## src/rtl/exec_pkg.sv

```systemverilog
// Shared execute-stage definitions: alu32 op codes, EFLAGS bit positions,
// reset value, writeback entry layout and the per-op flag update mask.
package exec_pkg;

    typedef enum logic [2:0] {
        OP_ADD = 3'd0,
        OP_OR  = 3'd1,
        OP_NOT = 3'd2,
        OP_DAA = 3'd3,
        OP_AND = 3'd4,
        OP_CLD = 3'd5,
        OP_SUB = 3'd6,
        OP_STD = 3'd7
    } alu32_op_e;

    localparam int FLAG_OF = 11;
    localparam int FLAG_DF = 10;
    localparam int FLAG_SF = 7;
    localparam int FLAG_ZF = 6;
    localparam int FLAG_AF = 4;
    localparam int FLAG_PF = 2;
    localparam int FLAG_CF = 0;

    localparam logic [31:0] EFLAGS_RST = 32'h0000_0002;

    typedef struct packed {
        logic [31:0] result;
        logic [2:0]  dest;
        logic        wr_reg;
    } wb_entry_t;

    // Masks only ever select defined flag bits, so a merge can never disturb
    // the reserved-one bit or set an undefined bit.
    function automatic logic [31:0] flag_mask(alu32_op_e op);
        logic [31:0] m;
        m = '0;
        case (op)
            OP_ADD, OP_SUB: begin
                m[FLAG_OF] = 1'b1; m[FLAG_SF] = 1'b1; m[FLAG_ZF] = 1'b1;
                m[FLAG_AF] = 1'b1; m[FLAG_PF] = 1'b1; m[FLAG_CF] = 1'b1;
            end
            OP_OR, OP_AND: begin
                m[FLAG_OF] = 1'b1; m[FLAG_SF] = 1'b1; m[FLAG_ZF] = 1'b1;
                m[FLAG_PF] = 1'b1; m[FLAG_CF] = 1'b1;
            end
            OP_DAA: begin
                m[FLAG_SF] = 1'b1; m[FLAG_ZF] = 1'b1; m[FLAG_AF] = 1'b1;
                m[FLAG_PF] = 1'b1; m[FLAG_CF] = 1'b1;
            end
            OP_CLD, OP_STD: m[FLAG_DF] = 1'b1;
            default: m = '0;
        endcase
        return m;
    endfunction

endpackage

```

## src/rtl/flags_skid2.sv

```systemverilog
// Two-entry in-order result buffer between execute commit and writeback,
// with registered count so push readiness never depends on pop readiness.
module flags_skid2
    import exec_pkg::*;
#(
    parameter int DEPTH = 2
) (
    input  logic      clk,
    input  logic      clr,
    input  logic      push_valid,
    output logic      push_ready,
    input  wb_entry_t push_data,
    output logic      pop_valid,
    input  logic      pop_ready,
    output wb_entry_t pop_data
);

    localparam logic [1:0] FULL = 2'(DEPTH);

    wb_entry_t  mem [2];
    logic       wr_ptr;
    logic       rd_ptr;
    logic [1:0] count;
    logic       push;
    logic       pop;

    assign push_ready = (count != FULL);
    assign pop_valid  = (count != 2'd0);
    assign push       = push_valid & push_ready;
    assign pop        = pop_valid & pop_ready;
    assign pop_data   = mem[rd_ptr];

    // NOTE: the storage is reset as well so the writeback outputs read as
    // zero out of reset instead of exposing uninitialised entries.
    always_ff @(posedge clk) begin
        if (clr) begin
            mem[0] <= '0;
            mem[1] <= '0;
            wr_ptr <= 1'b0;
            rd_ptr <= 1'b0;
            count  <= 2'd0;
        end else begin
            if (push) begin
                mem[wr_ptr] <= push_data;
                wr_ptr      <= wr_ptr + 1'b1;
            end
            if (pop) begin
                rd_ptr <= rd_ptr + 1'b1;
            end
            case ({push, pop})
                2'b10:   count <= count + 2'd1;
                2'b01:   count <= count - 2'd1;
                default: count <= count;
            endcase
        end
    end

endmodule

```

## src/rtl/flags_commit.sv

```systemverilog
// Execute-stage commit: merges alu32 flags into EFLAGS and buffers results for
// writeback. Define FLAGS_COMMIT_BYPASS_EN to forward merged flags in the accept cycle.
module flags_commit
    import exec_pkg::*;
#(
    parameter int          DEPTH      = 2,
    parameter logic [31:0] EFLAGS_RST = exec_pkg::EFLAGS_RST
) (
    input  logic        CLK,
    input  logic        CLR,
    input  logic        ex_valid,
    output logic        ex_ready,
    input  logic [2:0]  ex_op,
    input  logic [31:0] ex_result,
    input  logic [31:0] ex_flags,
    input  logic [2:0]  ex_dest,
    input  logic        ex_wr_reg,
    output logic        wb_valid,
    input  logic        wb_ready,
    output logic [31:0] wb_result,
    output logic [2:0]  wb_dest,
    output logic        wb_wr_reg,
    output logic [31:0] eflags
);

    alu32_op_e   op;
    logic        accept;
    logic        df_op;
    logic [31:0] mask;
    logic [31:0] src_flags;
    logic [31:0] merged;
    logic [31:0] eflags_q;
    wb_entry_t   push_data;
    wb_entry_t   head;

    assign op     = alu32_op_e'(ex_op);
    assign accept = ex_valid & ex_ready;
    assign df_op  = (op == OP_CLD) || (op == OP_STD);
    assign mask   = flag_mask(op);

    // NOTE: every combinational output gets a default first so no path
    // through the case leaves it unassigned and infers a latch.
    always_comb begin
        src_flags = ex_flags;
        case (op)
            OP_CLD:  src_flags = '0;
            OP_STD:  src_flags = 32'h1 << FLAG_DF;
            default: src_flags = ex_flags;
        endcase
    end

    assign merged = (eflags_q & ~mask) | (src_flags & mask);

    always_ff @(posedge CLK) begin
        if (CLR) begin
            eflags_q <= EFLAGS_RST;
        end else if (accept) begin
            eflags_q <= merged;
        end
    end

`ifdef FLAGS_COMMIT_BYPASS_EN
    assign eflags = accept ? merged : eflags_q;
`else
    assign eflags = eflags_q;
`endif

    // DF ops keep their slot for ordering but never write a GPR.
    assign push_data = '{result: ex_result, dest: ex_dest, wr_reg: ex_wr_reg & ~df_op};

    flags_skid2 #(
        .DEPTH (DEPTH)
    ) u_skid (
        .clk        (CLK),
        .clr        (CLR),
        .push_valid (ex_valid),
        .push_ready (ex_ready),
        .push_data  (push_data),
        .pop_valid  (wb_valid),
        .pop_ready  (wb_ready),
        .pop_data   (head)
    );

    assign wb_result = head.result;
    assign wb_dest   = head.dest;
    assign wb_wr_reg = head.wr_reg;

endmodule

```

## config.mk

```make
export PLATFORM = sky130hd
export DESIGN_NAME = flags_commit
export DESIGN_NICKNAME = d
export VERILOG_FILES = /design/src/rtl/exec_pkg.sv /design/src/rtl/flags_skid2.sv /design/src/rtl/flags_commit.sv
export SDC_FILE = /design/constraint.sdc
export NUM_CORES = 1
export LEC_CHECK = 0
export ABC_AREA = 1
export CAP_MARGIN = 20
export CORE_ASPECT_RATIO = 1.1
export CORE_UTILIZATION = 40
export CTS_CLUSTER_DIAMETER = 80
export DETAILED_ROUTE_END_ITERATION = 16
export PLACE_DENSITY = 0.87
export SLEW_MARGIN = 25
export SYNTH_ARGS = -nofsm -noshare
export SYNTH_HDL_FRONTEND = slang
export SYNTH_SLANG_ARGS = --single-unit
```

## constraint.sdc

```tcl
create_clock -name CLK -period 2 [get_ports CLK]
set_input_delay 0.3 -clock CLK [delete_from_list [all_inputs] [get_ports CLK]]
set_output_delay 0.3 -clock CLK [all_outputs]
set_load 0.02 [all_outputs]
```

Word level (Yosys, flattened, before mapping)

Memory sizes are Yosys's and may differ from the RTL's. A register that Yosys moved wholly into a read port is not among the register bits.
Index checks and enable logic that the tools add are counted.

Bits in registers: 36
RAM bits: 72
Input bits: 75
Output and inout port bits: 70
Memories: 1

$add $sub $neg: 4
Equal/unequal tests: 9
Multiplexer cells: 17
Bitwise operators: 8
Reductions and logical operators: 9

Memory list:

| memory     | depth | width | rd ports | clocked after Yosys merged registers in | write ports | RTL line          | RTL |
|---|---|---|---|---|---|---|---|
| u_skid.mem | 2     | 36    | 1        | 1                                       | 2           | flags_skid2.sv:20 | `wb_entry_t mem [2];` |

Operator list:

| kind                                                                  | count |
|---|---|
| 32-bit one-hot mux with 2 select lines                                | 1 |
| 36-bit 2-to-1 mux                                                     | 1 |
| 36-bit OR reduction                                                   | 1 |
| 32-bit by 12-bit AND with 32-bit output                               | 1 |
| 32-bit AND                                                            | 1 |
| 12-bit inverter with 32-bit output                                    | 1 |
| 32-bit OR                                                             | 1 |
| 1-bit 2-to-1 mux                                                      | 13 |
| 3-bit equality test, second input constant                            | 4 |
| 5-bit OR reduction                                                    | 1 |
| 2-bit one-hot mux with 2 select lines                                 | 1 |
| 2-bit nonzero test                                                    | 2 |
| 4-bit OR reduction                                                    | 1 |
| 1-bit AND                                                             | 3 |
| 3-bit by 1-bit equality test with 1-bit output, second input constant | 1 |
| 3-bit by 2-bit equality test with 1-bit output, second input constant | 1 |
| 3-bit zero test                                                       | 1 |
| 3-bit OR reduction                                                    | 1 |
| 1-bit adder, second input constant                                    | 2 |
| 2-bit by 1-bit adder with 2-bit output, second input constant         | 1 |
| 2-bit by 1-bit equality test with 1-bit output, second input constant | 1 |
| 2-bit equality test, second input constant                            | 1 |
| 2-bit 2-to-1 mux                                                      | 1 |
| 2-bit != test, second input constant                                  | 1 |
| 4 further kinds                                                       | 4 |

Logic depth before layout (Yosys ltp)

Gate-level depths: netlist of run 1.

Depth in word-level cells: 7
Gate-level depth with buffers: 9

Hierarchy

From an unflattened synthesis of run 1, not the netlist that was laid out.

Cells, all modules: 341
Area, all modules: 4052.6 µm²

Modules (own cells, without submodules):

| module       | times used | cells each | area an instance (µm²) | sequential area each (µm²) |
|---|---|---|---|---|
| flags_skid2  | 1          | 266        | 3477.1                 | 2262.2 |
| flags_commit | 1          | 75         | 575.6                  | 140.1 |

Least setup slack after synthesis of run 1

Ideal clock, no wire load.

Kind: register to register
From: register u_skid.count[0]
To: memory u_skid.mem[1][0] in the netlist's numbering, enable pin
Library setup time: 394 ps
Arrival time: 1763 ps
Data required time: 1606 ps
Path slack: -156 ps
Cell stages (with the launch flop): 6
Path through: dfxtp_1 > inv_2 > a21oi_4 > nand3_4 > buf_6 > nand2_1

RTL lines:

| element                | RTL line          | RTL |
|---|---|---|
| from (decl)            | flags_skid2.sv:23 | `logic [1:0] count;` |
| from (signal assigned) | flags_skid2.sv:51 | `2'b10: count <= count + 2'd1;` |
| from (signal assigned) | flags_skid2.sv:52 | `2'b01: count <= count - 2'd1;` |
| from (signal assigned) | flags_skid2.sv:53 | `default: count <= count;` |
| to (decl)              | flags_skid2.sv:20 |  |

==> results of run 1 <==
area by class of cell:
cell class / instances / area (um^2) / share of cell area
multi-input cells: 198 / 1170 / 0.232
clock buffers: 10 / 128 / 0.0253
clock inverters: 6 / 31.3 / 0.00620
well taps: 117 / 146 / 0.0290
flip-flops and latches: 84 / 2400 / 0.477
repair buffers: 102 / 991 / 0.196
inverters: 46 / 173 / 0.0342
state kept, by name, indices dropped and copies added (netlist names), named ones only:
signal	count
u_skid.wr_ptr	1
u_skid.rd_ptr	1
u_skid.mem	72
u_skid.count	2
cell families (layout without fill, tap and decap cells):
| group | after synthesis | count (layout) | share of synthesized area |
|---|---|---|---|
| AOI/OAI and AO/OA | 12 | 12 | 0.0193 |
| and+or+nand+nor | 124 | 124 | 0.147 |
| DFF | 84 | 84 | 0.608 |
| muxes | 36 | 36 | 0.103 |
| adders and majority gates | 1 | 1 | 0.00317 |
| buffers and inverters | 83 | 164 | 0.118 |
| other | 2 | 25 | 0.00190 |
layer usage:
metal,track usage,part of all wire,routed length (um)
met3,0.0355,0.060,438
met2,0.273,0.52,3800
met4,0.0736,0.019,138
met1,0.177,0.41,2980
met5,0,0,0
how the worst min path moves through the flow:
stage	cells after the start	slack, ps	to
finish	1	440	flop
detailed placement	1	440	flop
floorplan	1	370	flop
global placement	1	430	flop
global route	1	470	flop
CTS	1	440	flop
synth_stat cells, drive strengths merged:
cell / instances
or2: 2
a21oi: 6
nand3: 8
clkbuf: 1
o21ai: 4
inv: 46
mux2: 36
ha: 1
dfxtp: 12
o21bai: 1
edfxtp: 72
nor3: 3
buf: 36
o21a: 1
nor2: 90
conb: 2
nand2: 21
through the flow:
step	hold WS, ps	total power, mW	setup slack [ps]	instances	util
4_1_cts	444	4.52	33.2	563	0.532
6_report	438	4.47	83.9	563	0.532
2_1_floorplan	372	3.08	101	365	-
3_3_place_gp	430	3.58	171	547	0.520
3_5_place_dp	437	3.62	130	547	0.520
5_1_grt	472	4.70	18.1	563	0.532
power groups by stage:
stage	registers, mW	clock network (mW)	logic (mW)
finish	2.19	1.01	1.27
global route	2.21	1.12	1.38
CTS	2.19	1.05	1.29
detailed placement	2.23	0	1.39
global placement	2.21	0	1.37
floorplan	2.22	0	0.865
timing repair:
item                                    in CTS  in global routing
gates cloned                                 0                  0
gates resized for setup                     36                  1
hold buffers                                 0                  0
endpoints found under the setup margin      36                  1
==> flow_summary.ini, run 1 <==
[layout]
fillerInstances = 835
drive_gt1_frac = 0.177
synthToLayoutAreaGrowth_pct = 27.7
final_cell_mix = nor2_1 (81), edfxtp_1 (72), clkdlybuf4s50_1 (57)
fin_nets = 517
stdcell_area_mm2 = 0.00505
insertedDiodeCount = 0
final_common_cell = nor2_1

[pwr]
irDropWorstVdd_mv = 0.569
power_density_mw_per_mm2 = 885
swShare = 0.305
total_leakage_power_nw = 2.23
power_frac_seq = 0.489
p_int_mw = 3.10
power_frac_comb = 0.284
p_switching_mw = 1.36
clockPowerShare = 0.226

[critical_path]
r2r-end = u_skid.count[1]$_SDFFE_PP0P_
crit_end = wb_result[5]
cp.depth = 3
cpMaxStageDelayCell = mux2_2
r2r_setup_slack_ps = 380
reg2reg_depth = 9
cpPeakStageDelay_ps = 370
cp_cell_sequence = buf_12, mux2_2, dlygate4sd2_1
required_ps = 1700
arrival_ps = 1620
critPathTopFamily = buffers and inverters
critPathCaptureType = output pin
crit_fanout = 36
path_buf_inv = 2
critPathLaunchType = flop
path_class = reg -> out
regToRegStartpoint = u_skid.count[0]$_SDFFE_PP0P_

[worst_hold_path]
holdCritPathClass = reg -> reg
hold_start = u_skid.rd_ptr$_SDFFE_PP0P_

[run]
max_cap_viol_count = 0

[placement]
dpl.hpwl_mm = 4.93
place_congestion = 0.743
io_buffers = 93
post_dp_cell_area_mm2 = 0.00493

[synthesis]
netlist_area_mm2 = 0.00395
ys_warn_count = 0
syn_area_per_cell_um2 = 11.6
postSynthCellCount = 342
synth_cell_type_count = 27
seq_area_frac_synth = 0.608
synth_top_area_share = 0.547
yosys.area.top_type = edfxtp_1
yosys-top-cells-area = edfxtp_1 (55%), mux2_2 (10%), nor2_1 (7.7%)
synth_seq_cells = 84

[drt]
drcViolationCount = 0
first_pass_iters = 4
ant_nets = 0
wl_per_cell_um = 13.1
first_iter_violations = 55
vias = 2569
wl_mm = 7.36
viasPerCell = 4.56

[clocking]
cts_buffers = 9
root_buffer = clkbuf_8
postCtsSetupBuffers = 0
worstSkewPairLatency_ps = 350
clock_sinks = 84
cts.reportedPaths.clkPinSlew_ps = 80
clockBufferDepth = 2
cts_tree = yes
h-tree-depth = 3

[floorplanning]
fp.dieH_um = 106
core_mm2 = 0.00949
rows = 37
die_width_um = 96.8
ios = 145
dieArea_mm2 = 0.0103
initial_utilization = 0.416

[grt]
gr-usage-all-layers = 0.154
grt_pass1_vias = 2700
antenna_found_initial = 0
grt_first_pass_wirelength_mm = 12.4
grt_max_degree = 37
grt-ovfl-total = 0

[timing]
finalSetupTns_ps = 0
setup_viol = 0
slew_viol_final = 0
hold_violations = 0
rsz0062_at_grt = no
period_share = 0.958
fmax_mhz = 522
finClkSkew_ps = 9.83
min_period_ps = 1920

[run_status]
status = completed
No activity file was read; power rests on OpenSTA's default activity.
==> run 2: changes to the inputs <==
SETUP_SLACK_MARGIN = 0.5   (was unset)
==> run 2 against run 1 <==
Count of clock-buffer cells in the layout down 1. Routed wire length rose by 22%. Critical endpoint is now wb_result[3]. Clock power increased by 43%. Register-to-register slack gained 110 ps. Critical path type unchanged. Cell count is 4.4% higher.
==> flow_summary.ini, run 2 (synthesis gave the netlist of run 1 again) <==
[timing]
finalSetupTns_ps = 0
fmax_mhz = 552
hold_violations = 0
setup_viol = 0
finClkSkew_ps = 8.82
min_period_ps = 1810
rsz0062_at_grt = yes
period_share = 0.905
slew_viol_final = 0
setup_ws_ps = 189
whs_ps = 449

[clocking]
holdBufCountCts = 0
worstSkewPairLatency_ps = 350
cts_tree = yes
cts.reportedPaths.clkPinSlew_ps = 80
h-tree-depth = 3
clockBufferDepth = 2
cts_buffers = 9
root_buffer = clkbuf_8
clock_sinks = 84

[grt]
grt-ovfl-total = 0
antenna_found_initial = 0
grt_pass1_vias = 2697
grt_first_pass_wirelength_mm = 12.8
gr-usage-all-layers = 0.160
grt_max_degree = 37

[layout]
insertedDiodeCount = 0
final_common_cell = nor2_1
top_regs = u_skid.mem (72), u_skid.count (2)
fin_nets = 542
synthToLayoutAreaGrowth_pct = 47.1
final_cell_mix = nor2_1 (80), edfxtp_1 (72), clkdlybuf4s50_1 (47)
fillerInstances = 745
top_register = u_skid.mem
stdcell_area_mm2 = 0.00581
postLayoutCoreUtil = 0.612
drive_gt1_frac = 0.323
largest_register_ffs = 72

[worst_hold_path]
holdCritPathClass = reg -> reg
hold_start = u_skid.rd_ptr$_SDFFE_PP0P_

[pwr]
total_leakage_power_nw = 2.60
power_density_mw_per_mm2 = 962
irDropWorstVdd_mv = 0.541

[run_status]
status = completed

[placement]
place_congestion = 0.693
placement.setup.worst_slack_ps = 90.0
io_buffers = 93
post_dp_cell_area_mm2 = 0.00495
dpl.hpwl_mm = 5.25

[drt]
viasPerCell = 4.65
wl_per_cell_um = 15.3
drcViolationCount = 0
first_pass_iters = 6
first_iter_violations = 71
vias = 2733
ant_nets = 0
wl_mm = 9.01

[critical_path]
arrival_ps = 1510
critPathLaunchType = flop
regToRegStartpoint = u_skid.count[1]$_SDFFE_PP0P_
path_class = reg -> out
cpPeakStageDelay_ps = 440
path_buf_inv = 3
crit_fanout = 5
cp_cell_sequence = buf_12, clkbuf_16, mux2_4, buf_6
required_ps = 1700
critPathCaptureType = output pin
cpMaxStageDelayCell = dfxtp_4
critPathTopFamily = flip-flops

[floorplanning]
dieArea_mm2 = 0.0103
fp.dieH_um = 106
initial_utilization = 0.416
core_mm2 = 0.00949
rows = 37
die_width_um = 96.8
ios = 145

[run]
max_cap_viol_count = 0
[run 2: cell count changes in the layout (fill, tap and decap cells not counted), moves of 4 or more]
cell / previous run / this run
dlygate4sd2_1: 36 / 7
clkdlybuf4s50_1: 57 / 47
nand2_8: 0 / 7
mux2_2: 36 / 0
buf_4: 6 / 10
buf_6: 0 / 45
mux2_4: 0 / 36
[run 2: final timing paths]
path                                         end  slack, ps  cells past startpoint
hold reg to reg                             flop        450                      1
hold / removal                              flop        450                      1
setup / recovery                    wb_result[3]        190                      4
setup reg to reg  u_skid.mem[1][0]$_SDFFCE_PN0P_        490                      6
[run 2: per-layer routing]
metal / track usage / up-vias / share of wire
li1: - / 1320 / -
met1: 0.182 / 1294 / 0.41
met2: 0.290 / 110 / 0.52
met3: 0.0322 / 9 / 0.055
met4: 0.0704 / 0 / 0.012
met5: 0 / - / 0
[run 2: timing repair]
item                       in CTS  in global routing
buffers inserted                6                  9
pin swaps                       1                  7
setup endpoints to repair      46                153
resized for setup             156                145
cloned                          1                  9
[run 2: worst reg2reg max path: cells and delay by family, from the launching register on]
| kind | cells | cell delay, ps |
|---|---|---|
| AOI/OAI and AO/OA | 1 | 150 |
| buffers and inverters | 3 | 440 |
| DFF | 1 | 350 |
| and+or+nand+nor | 2 | 280 |
[run 2: where the power goes]
| part | internal (mW) | switching [mW] | leakage, nW |
|---|---|---|---|
| clock | 0.827 | 0.617 | 0.123 |
| combinational | 1.02 | 0.907 | 1.62 |
| sequential | 2.12 | 0.0969 | 0.854 |
[run 2: cell type report]
type                    count  area [um^2]  share of cell area
repair buffers            121         1340               0.231
clock inverters             7          114              0.0196
clock buffers               9          124              0.0213
well taps                 117          146              0.0252
flip-flops and latches     84         2410               0.415
multi-input cells         204         1490               0.257
inverters                  46          178              0.0306
[run 2: stage by stage]
stage,power (mW),instances
2_1_floorplan,3.10,365
3_3_place_gp,3.61,547
3_5_place_dp,3.65,547
4_1_cts,5.09,570
5_1_grt,5.81,588
6_report,5.59,588
